===== src/rtl/reg_file_pkg.sv =====
// Shared types for the register-file write front end.
package reg_file_pkg;

   typedef enum logic [1:0] {
      WR_LOW,
      WR_HIGH,
      WR_FULL
   } wr_state_t;

endpackage : reg_file_pkg


===== src/rtl/reg_file_writer.sv =====
// reg_file_writer: packs pairs of DATA_WIDTH items into {upper, lower} words
// and writes them to sequential register-file addresses.
// Optional build macro REG_FILE_WRITER_WRAP_EN: instead of stalling when all
// entries are written, the pointer wraps and overwrites the oldest entries.
module reg_file_writer
   import reg_file_pkg::*;
#(
   parameter int unsigned DATA_WIDTH = 8,
   parameter int unsigned ADDR_WIDTH = 2
) (
   input  logic                    clk,
   input  logic                    reset_n,
   input  logic [DATA_WIDTH-1:0]   in_data,
   input  logic                    in_valid,
   output logic                    in_ready,
   input  logic                    flush,
   input  logic                    clear,
   output logic                    w_en,
   output logic [ADDR_WIDTH-1:0]   w_addr,
   output logic [2*DATA_WIDTH-1:0] w_data,
   output logic [ADDR_WIDTH:0]     count,
   output logic                    full
);

   localparam int unsigned          DEPTH     = 2 ** ADDR_WIDTH;
   localparam logic [ADDR_WIDTH:0]  COUNT_MAX = (ADDR_WIDTH + 1)'(DEPTH);
   localparam logic [ADDR_WIDTH-1:0] PTR_LAST = '1;

   wr_state_t               state_q, state_d;
   logic [DATA_WIDTH-1:0]   lower_q, lower_d;
   logic [ADDR_WIDTH-1:0]   wr_ptr_q, wr_ptr_d;
   logic                    w_en_q, w_en_d;
   logic [ADDR_WIDTH-1:0]   w_addr_q, w_addr_d;
   logic [2*DATA_WIDTH-1:0] w_data_q, w_data_d;
   logic [ADDR_WIDTH:0]     count_q, count_d;
   logic                    full_q, full_d;
   logic                    transfer;
   logic [DATA_WIDTH-1:0]   upper;

   // Ready whenever not in reset, not clearing, and not stalled on a full file.
   always_comb begin
      in_ready = reset_n && !clear && (state_q != WR_FULL);
      transfer = in_valid && in_ready;
      upper    = transfer ? in_data : '0;
   end

   // Next-state, packing, pointer and count logic; clear overrides everything.
   always_comb begin
      state_d  = state_q;
      lower_d  = lower_q;
      wr_ptr_d = wr_ptr_q;
      w_en_d   = 1'b0;
      w_addr_d = w_addr_q;
      w_data_d = w_data_q;
      count_d  = count_q;
      full_d   = full_q;

      if (clear) begin
         state_d  = WR_LOW;
         lower_d  = '0;
         wr_ptr_d = '0;
         w_addr_d = '0;
         count_d  = '0;
         full_d   = 1'b0;
      end else begin
         unique case (state_q)
            WR_LOW: begin
               if (transfer) begin
                  lower_d = in_data;
                  state_d = WR_HIGH;
               end
            end
            WR_HIGH: begin
               // A transfer completes the word; flush alone pads the upper half with zero.
               if (transfer || flush) begin
                  w_en_d   = 1'b1;
                  w_addr_d = wr_ptr_q;
                  w_data_d = {upper, lower_q};
                  wr_ptr_d = wr_ptr_q + ADDR_WIDTH'(1);
                  state_d  = WR_LOW;
`ifdef REG_FILE_WRITER_WRAP_EN
                  count_d  = (count_q == COUNT_MAX) ? COUNT_MAX : count_q + (ADDR_WIDTH + 1)'(1);
                  full_d   = full_q || (count_d == COUNT_MAX);
`else
                  count_d  = count_q + (ADDR_WIDTH + 1)'(1);
                  if (wr_ptr_q == PTR_LAST) begin
                     full_d  = 1'b1;
                     state_d = WR_FULL;
                  end
`endif
               end
            end
            WR_FULL: begin
               state_d = WR_FULL;
            end
            default: begin
               state_d = WR_LOW;
            end
         endcase
      end
   end

   // State and output registers with synchronous active-low reset.
   always_ff @(posedge clk) begin
      if (!reset_n) begin
         state_q  <= WR_LOW;
         lower_q  <= '0;
         wr_ptr_q <= '0;
         w_en_q   <= 1'b0;
         w_addr_q <= '0;
         w_data_q <= '0;
         count_q  <= '0;
         full_q   <= 1'b0;
      end else begin
         state_q  <= state_d;
         lower_q  <= lower_d;
         wr_ptr_q <= wr_ptr_d;
         w_en_q   <= w_en_d;
         w_addr_q <= w_addr_d;
         w_data_q <= w_data_d;
         count_q  <= count_d;
         full_q   <= full_d;
      end
   end

   assign w_en   = w_en_q;
   assign w_addr = w_addr_q;
   assign w_data = w_data_q;
   assign count  = count_q;
   assign full   = full_q;

endmodule : reg_file_writer

===== config.mk =====
export PLATFORM = sky130hd
export DESIGN_NAME = reg_file_writer
export DESIGN_NICKNAME = d
export VERILOG_FILES = /design/src/rtl/reg_file_pkg.sv /design/src/rtl/reg_file_writer.sv
export SDC_FILE = /design/constraint.sdc
export NUM_CORES = 1
export LEC_CHECK = 0
export ABC_AREA = 0
export CORE_MARGIN = 3
export CORE_UTILIZATION = 25
export CTS_BUF_LIST = sky130_fd_sc_hd__clkbuf_8
export DETAILED_ROUTE_END_ITERATION = 16
export PLACE_DENSITY = 0.56
export SYNTH_ARGS = -nofsm -noshare
export SYNTH_HDL_FRONTEND = slang
export SYNTH_SLANG_ARGS = --single-unit

===== constraint.sdc =====
create_clock -name clk -period 2.6 [get_ports clk]
set_input_delay 0.39 -clock clk [delete_from_list [all_inputs] [get_ports clk]]
set_output_delay 0.39 -clock clk [all_outputs]
set_load 0.02 [all_outputs]

==> out/summary.txt, run 1 <==
status - finished clean
Fin. Hold Viols - 0
layout net count - 199
Final Max Slew Viols - 0
starting DRC count in detailed routing - 78
hold_sp - full
Max-Cap Viols - 0
filler instances - 557
Tmin final - 2.19 ns
area of the multi-input gates - 622 µm²
Worst R2R Setup Slack - 1.09 ns
Routed Antenna Nets - 0
vias in the first global route - 1,083
r2r endpoint - w_data[13]
WL/cell - 12.0 µm
area of the die - 6440 µm²
Starting Density - 26.5%
Min-Delay Endpoint - full
drt total wl - 3.06 mm
Worst Path Required - 2.21 ns
Mapped Nets - 161
FF/Latch Area - 701 µm²
total setup buffers inserted after CTS - 0
cell area power density - 585 nW/µm²
internal power - 0.000890 W
CTS tree - done
synthesized area - 1380 µm²
H-tree levels - 2
Logic pwr share - 6.8%
Leak - 0.693 nW
via count - 1,153
clock sinks - 35
CTS Root Cell - clkbuf_8
sw frac - 21.2%
worst r2r src - state_q[0]
Final HPWL DP - 2.21 mm
Mapped Avg Cell Area - 9.44 µm²
GRT Residual Overflow - 0
Mapped Cells - 146
commonest non-fill, non-tap cell in the layout - clkdlybuf4s50_1
DR pass1 iterations - 4
fraction of layout instances using a drive strength above 1 - 7.57%
TritonCTS buffer count - 5
largest net degree at the start of global routing - 22
area delta synth->final - 40.1%
Tot GR Track Use - 10.4%
Clock power frac - 44.6%
ys flop type - dfxtp_1
ANT cells - 0
Die Wd - 80.2 µm
Tightest Pin Transition - 0.621 ns
Fmax - 457 MHz
total I/O pin count - 37
Rows - 26
asr flop ratio synth - 0%
Max clock buf depth - 2
clock slew at reported path FFs - 0.07 ns
Setup violations, final - 0
Setup TNS - 0 ns
warnings from Yosys - 0
initial antenna violation count - 0
Die Y - 80.2 µm
Worst Clk Skew - 0.00288 ns
Synth cell types - 28
sw power - 0.000240 W
Placeable Area - 5200 µm²
hold-fix buffer count after cts - 0
global placer's final weighted congestion - 0.770
Clock Latency Late Sink - 0.28 ns
worst IR drop on VDD - 0.236 mV
RSZ-0062 raised after global routing - false
most frequent cells in the layout - clkdlybuf4s50_1 (36), dfxtp_1 (35), nand2_1 (24)
drt drc - 0
sequential power share - 48.7%
kind of critical path - in -> out
fin crit share - 84.1%
number of flops mapped to enable cells by yosys - 0
Vias/cell - 4.52
CP Launch Type - input pin
hold path depth - 2
crit-path max FO - 5
post-CTS sizing - 0
Reg2Reg Depth - 3
WP data arrival - 1.80 ns
Synth Register Bits - 35
first-pass GRT wire length - 5.13 mm
Max-slew headroom - 58.4%
total power - 0.00113 W
worst min-delay path category - reg -> reg
post-synthesis sequential area ratio - 50.9%
CP Capture Type - primary output
Port Buf Inserts - 36
state kept, by name, summed over array words and instances, names as in the netlist:
name / cells
full: 1
lower_q: 8
w_data: 16
count: 3
wr_ptr_q: 2
w_addr: 2
w_en: 1
state_q: 2
through the flow:
| stage | cell area [µm²] | worst slack (ns) | utilization [%] | cells | hold slack [ns] |
|---|---|---|---|---|---|
| 6_report | 1930 | 0.414 | 37.1 | 255 | 0.453 |
| 5_1_grt | 1930 | 0.296 | 37.1 | 255 | 0.480 |
| 4_1_cts | 1930 | 0.393 | 37.1 | 255 | 0.456 |
| 3_5_place_dp | 1810 | 0.412 | 34.8 | 247 | 0.444 |
| 3_3_place_gp | 1810 | 0.404 | 34.8 | 247 | 0.442 |
| 2_1_floorplan | 1380 | 1.20 | - | 146 | 0.435 |
final cells by class:
cell class                      count  share of cell area [%]
Inverter                            3                   0.584
Sequential cell                    35                    36.3
Clock buffer                        6                    4.28
Clock inverter                      2                    1.82
Timing Repair Buffer               40                    20.2
Multi-Input combinational cell     99                    32.2
Tap cell                           70                    4.54
worst max-delay path by stage:
stage                from  endpoint  slack [ns]  depth (start not counted)
6_report            clear  in_ready        0.41                          4
5_1_grt        state_q[0]  in_ready        0.30                          3
4_1_cts             clear  in_ready        0.39                          4
3_5_place_dp        clear  in_ready        0.41                          4
3_3_place_gp        clear  in_ready        0.40                          4
2_1_floorplan     reset_n  in_ready        1.20                          3
per-layer routing:
| layer | global-route usage, % | vias up | wire length [µm] |
|---|---|---|---|
| li1 | - | 599 | - |
| met1 | 14.2 | 516 | 1570 |
| met2 | 14.0 | 31 | 1240 |
| met3 | 4.26 | 7 | 185 |
| met4 | 4.56 | 0 | 61 |
| met5 | 0 | - | 0 |
kinds of logic (layout without fill, tap and decap cells):
group	Yosys count	after routing	share of synthesized area, %
compound gates	34	34	17.2
simple gates	54	54	19.6
fa+ha+maj	2	2	1.82
mux	9	9	6.54
buf+inv	12	51	4.00
flops	35	35	50.9
worst max-delay path: stages:
cell	delay, ns
clkdlybuf4s50_1	0.47
and2b_1	0.23
and2_1	0.12
clkdlybuf4s50_1	0.59
power groups by stage:
stage	registers (W)	clock network (W)	logic, W
2_1_floorplan	0.000562	0	0.0000371
3_3_place_gp	0.000562	0	0.0000768
3_5_place_dp	0.000562	0	0.0000769
4_1_cts	0.000550	0.000517	0.0000773
5_1_grt	0.000551	0.000550	0.0000836
6_report	0.000550	0.000503	0.0000765
cell usage after synthesis (2+ instances only):
| library cell | count | area (µm²) |
|---|---|---|
| inv_1 | 3 | 11.3 |
| a22o_1 | 8 | 70.1 |
| ha_1 | 2 | 25.0 |
| nor2_1 | 2 | 7.51 |
| a21oi_1 | 10 | 50.1 |
| nand3_1 | 13 | 65.1 |
| nor3_1 | 2 | 10.0 |
| buf_2 | 2 | 10.0 |
| o311ai_0 | 8 | 70.1 |
| clkbuf_1 | 5 | 18.8 |
| mux2i_1 | 9 | 90.1 |
| and2_1 | 2 | 12.5 |
| or3_1 | 2 | 12.5 |
| o21ai_0 | 6 | 30.0 |
| dfxtp_1 | 35 | 701 |
| nand2_1 | 24 | 90.1 |
| nand2b_1 | 2 | 12.5 |
Power figures use the tool's default switching activity.
==> run 2: changes to the inputs <==
--- a/config.mk
+++ b/config.mk
@@ -10,7 +10,7 @@
 export CORE_UTILIZATION = 25
 export CTS_BUF_LIST = sky130_fd_sc_hd__clkbuf_8
 export DETAILED_ROUTE_END_ITERATION = 16
-export PLACE_DENSITY = 0.56
+export PLACE_DENSITY = 0.58
 export SYNTH_ARGS = -nofsm -noshare
 export SYNTH_HDL_FRONTEND = slang
 export SYNTH_SLANG_ARGS = --single-unit
==> constraint.sdc (replaced) <==
create_clock -name clk -period 1.9 [get_ports clk]
set_input_delay 0.285 -clock clk [delete_from_list [all_inputs] [get_ports clk]]
set_output_delay 0.285 -clock clk [all_outputs]
set_load 0.02 [all_outputs]
==> run 2 against run 1 <==
Sequential share of layout area fell by 0.62 points. Non-clock buffer count rose by 7. Via count did not move. Cell count rose by 2.7%. Combinational power rose by 52%. Global-route usage barely moved. Register-to-register slack got worse by 0.60 ns. Count of clock-buffer cells in the layout rose by 1. Hold slack got worse by 0.0047 ns. Clock skew rose by 0.0022 ns. Clock power rose by 13%. Critical endpoint unchanged. Largest power group unchanged. Highest routed layer unchanged.
==> out/summary.txt, run 2 (same netlist as run 1, synthesis figures left out) <==
status - finished clean
Die Y - 80.2 µm
Rows - 26
fin crit share - 88.4%
global placer's final weighted congestion - 0.753
r2r endpoint - w_data[11]
area delta synth->final - 42.5%
Fmax - 596 MHz
Final HPWL DP - 2.23 mm
Worst Path Required - 1.62 ns
Leak - 0.726 nW
initial antenna violation count - 0
Setup violations, final - 0
crit-path max FO - 2
fraction of layout instances using a drive strength above 1 - 10.4%
first-pass GRT wire length - 5.29 mm
CTS tree - done
worst r2r src - state_q[1]
Hold Slack - 0.448 ns
CP startpoint - clear
Max-Cap Viols - 0
Clock Latency Late Sink - 0.28 ns
Tightest Pin Transition - 0.465 ns
CTS Root Cell - clkbuf_8
Worst Clk Skew - 0.00505 ns
vias in the first global route - 1,160
CP cell instances - clkdlybuf4s50_1 -> and2b_1 -> and2_1 -> dlygate4sd2_1
Setup TNS - 0 ns
H-tree levels - 2
clock slew at reported path FFs - 0.06 ns
hold-fix buffer count after cts - 0
total I/O pin count - 37
cell area power density - 730 nW/µm²
via count - 1,153
kind of critical path - in -> out
drt total wl - 3.08 mm
Fin. Hold Viols - 0
total setup buffers inserted after CTS - 0
WL/cell - 11.7 µm
hold_sp - full
Routed Antenna Nets - 0
starting DRC count in detailed routing - 56
GRT Residual Overflow - 0
WP data arrival - 1.39 ns
Vias/cell - 4.40
ANT cells - 0
most frequent cells in the layout - dfxtp_1 (35), clkdlybuf4s50_1 (35), nand2_1 (24)
hold path depth - 2
layout net count - 206
CP Launch Type - input pin
drt drc - 0
Worst R2R Setup Slack - 0.49 ns
TritonCTS buffer count - 5
Die Wd - 80.2 µm
area of the die - 6440 µm²
worst IR drop on VDD - 0.313 mV
clock sinks - 35
worst min-delay path category - reg -> reg
Slowest cell on crit path - clkdlybuf4s50_1
RSZ-0062 raised after global routing - false
Max clock buf depth - 2
CP Capture Type - primary output
largest net degree at the start of global routing - 22
Max-slew headroom - 68.9%
Port Buf Inserts - 36
Reg2Reg Depth - 4
Largest register FFs - 16
Tmin final - 1.68 ns
Placeable Area - 5200 µm²
Final Max Slew Viols - 0
Tot GR Track Use - 10.3%
DR pass1 iterations - 4
Starting Density - 26.5%
Min-Delay Endpoint - full
Max stage delay on crit path - 0.48 ns
==> run 2: worst max path at each step <==
stage | to | depth (start not counted)
detailed placement | in_ready | 4
CTS | in_ready | 4
finish | in_ready | 4
global route | in_ready | 4
global placement | in_ready | 4
floorplan | count[2] | 4
==> run 2: repair_timing <==
| action | 4_1_cts | 5_1_grt |
|---|---|---|
| endpoints found under the hold margin | 0 | 0 |
| gates resized for setup | 1 | 0 |
| endpoints found under the setup margin | 1 | 0 |
==> run 2: final cells by class <==
| type | instances | area, µm² |
|---|---|---|
| inverters | 3 | 11.3 |
| multi-input cells | 99 | 622 |
| clock inverters | 1 | 3.75 |
| flip-flops and latches | 35 | 701 |
| fillers | 565 | 3240 |
| clock buffers | 7 | 96.3 |
| well taps | 70 | 87.6 |
| repair buffers | 47 | 442 |
==> run 2: per-layer routing <==
layer / GRT usage [%] / routed length, µm / up-vias
met3: 2.47 / 141 / 2
met2: 16.0 / 1300 / 27
met5: 0 / 0 / -
met1: 13.7 / 1610 / 509
li1: - / - / 615
met4: 4.05 / 31 / 0
==> run 2: power breakdown <==
| group | switching, W | leakage (nW) | internal [W] |
|---|---|---|---|
| Combinational | 0.0000605 | 0.388 | 0.0000551 |
| Sequential | 0.00000539 | 0.283 | 0.000744 |
| Clock | 0.000243 | 0.0557 | 0.000325 |
| Total | 0.000309 | 0.726 | 0.00112 |
==> run 2: worst max-delay path, delay by kind of cell <==
family        cells  cell delay (ns)
buf+inv           2             0.79
simple gates      2             0.32
==> run 2: per-stage QoR <==
step / power, W / setup WS (ns) / cell area, µm² / utilization (%) / std cells
after floorplan: 0.000820 / 0.553 / 1380 / - / 146
after global placement: 0.000883 / -0.00953 / 1860 / 35.8 / 254
after detailed placement: 0.000883 / -0.0332 / 1860 / 35.8 / 254
after CTS: 0.00146 / 0.210 / 1960 / 37.7 / 262
after global routing: 0.00150 / 0.185 / 1960 / 37.7 / 262
final: 0.00143 / 0.221 / 1960 / 37.7 / 262
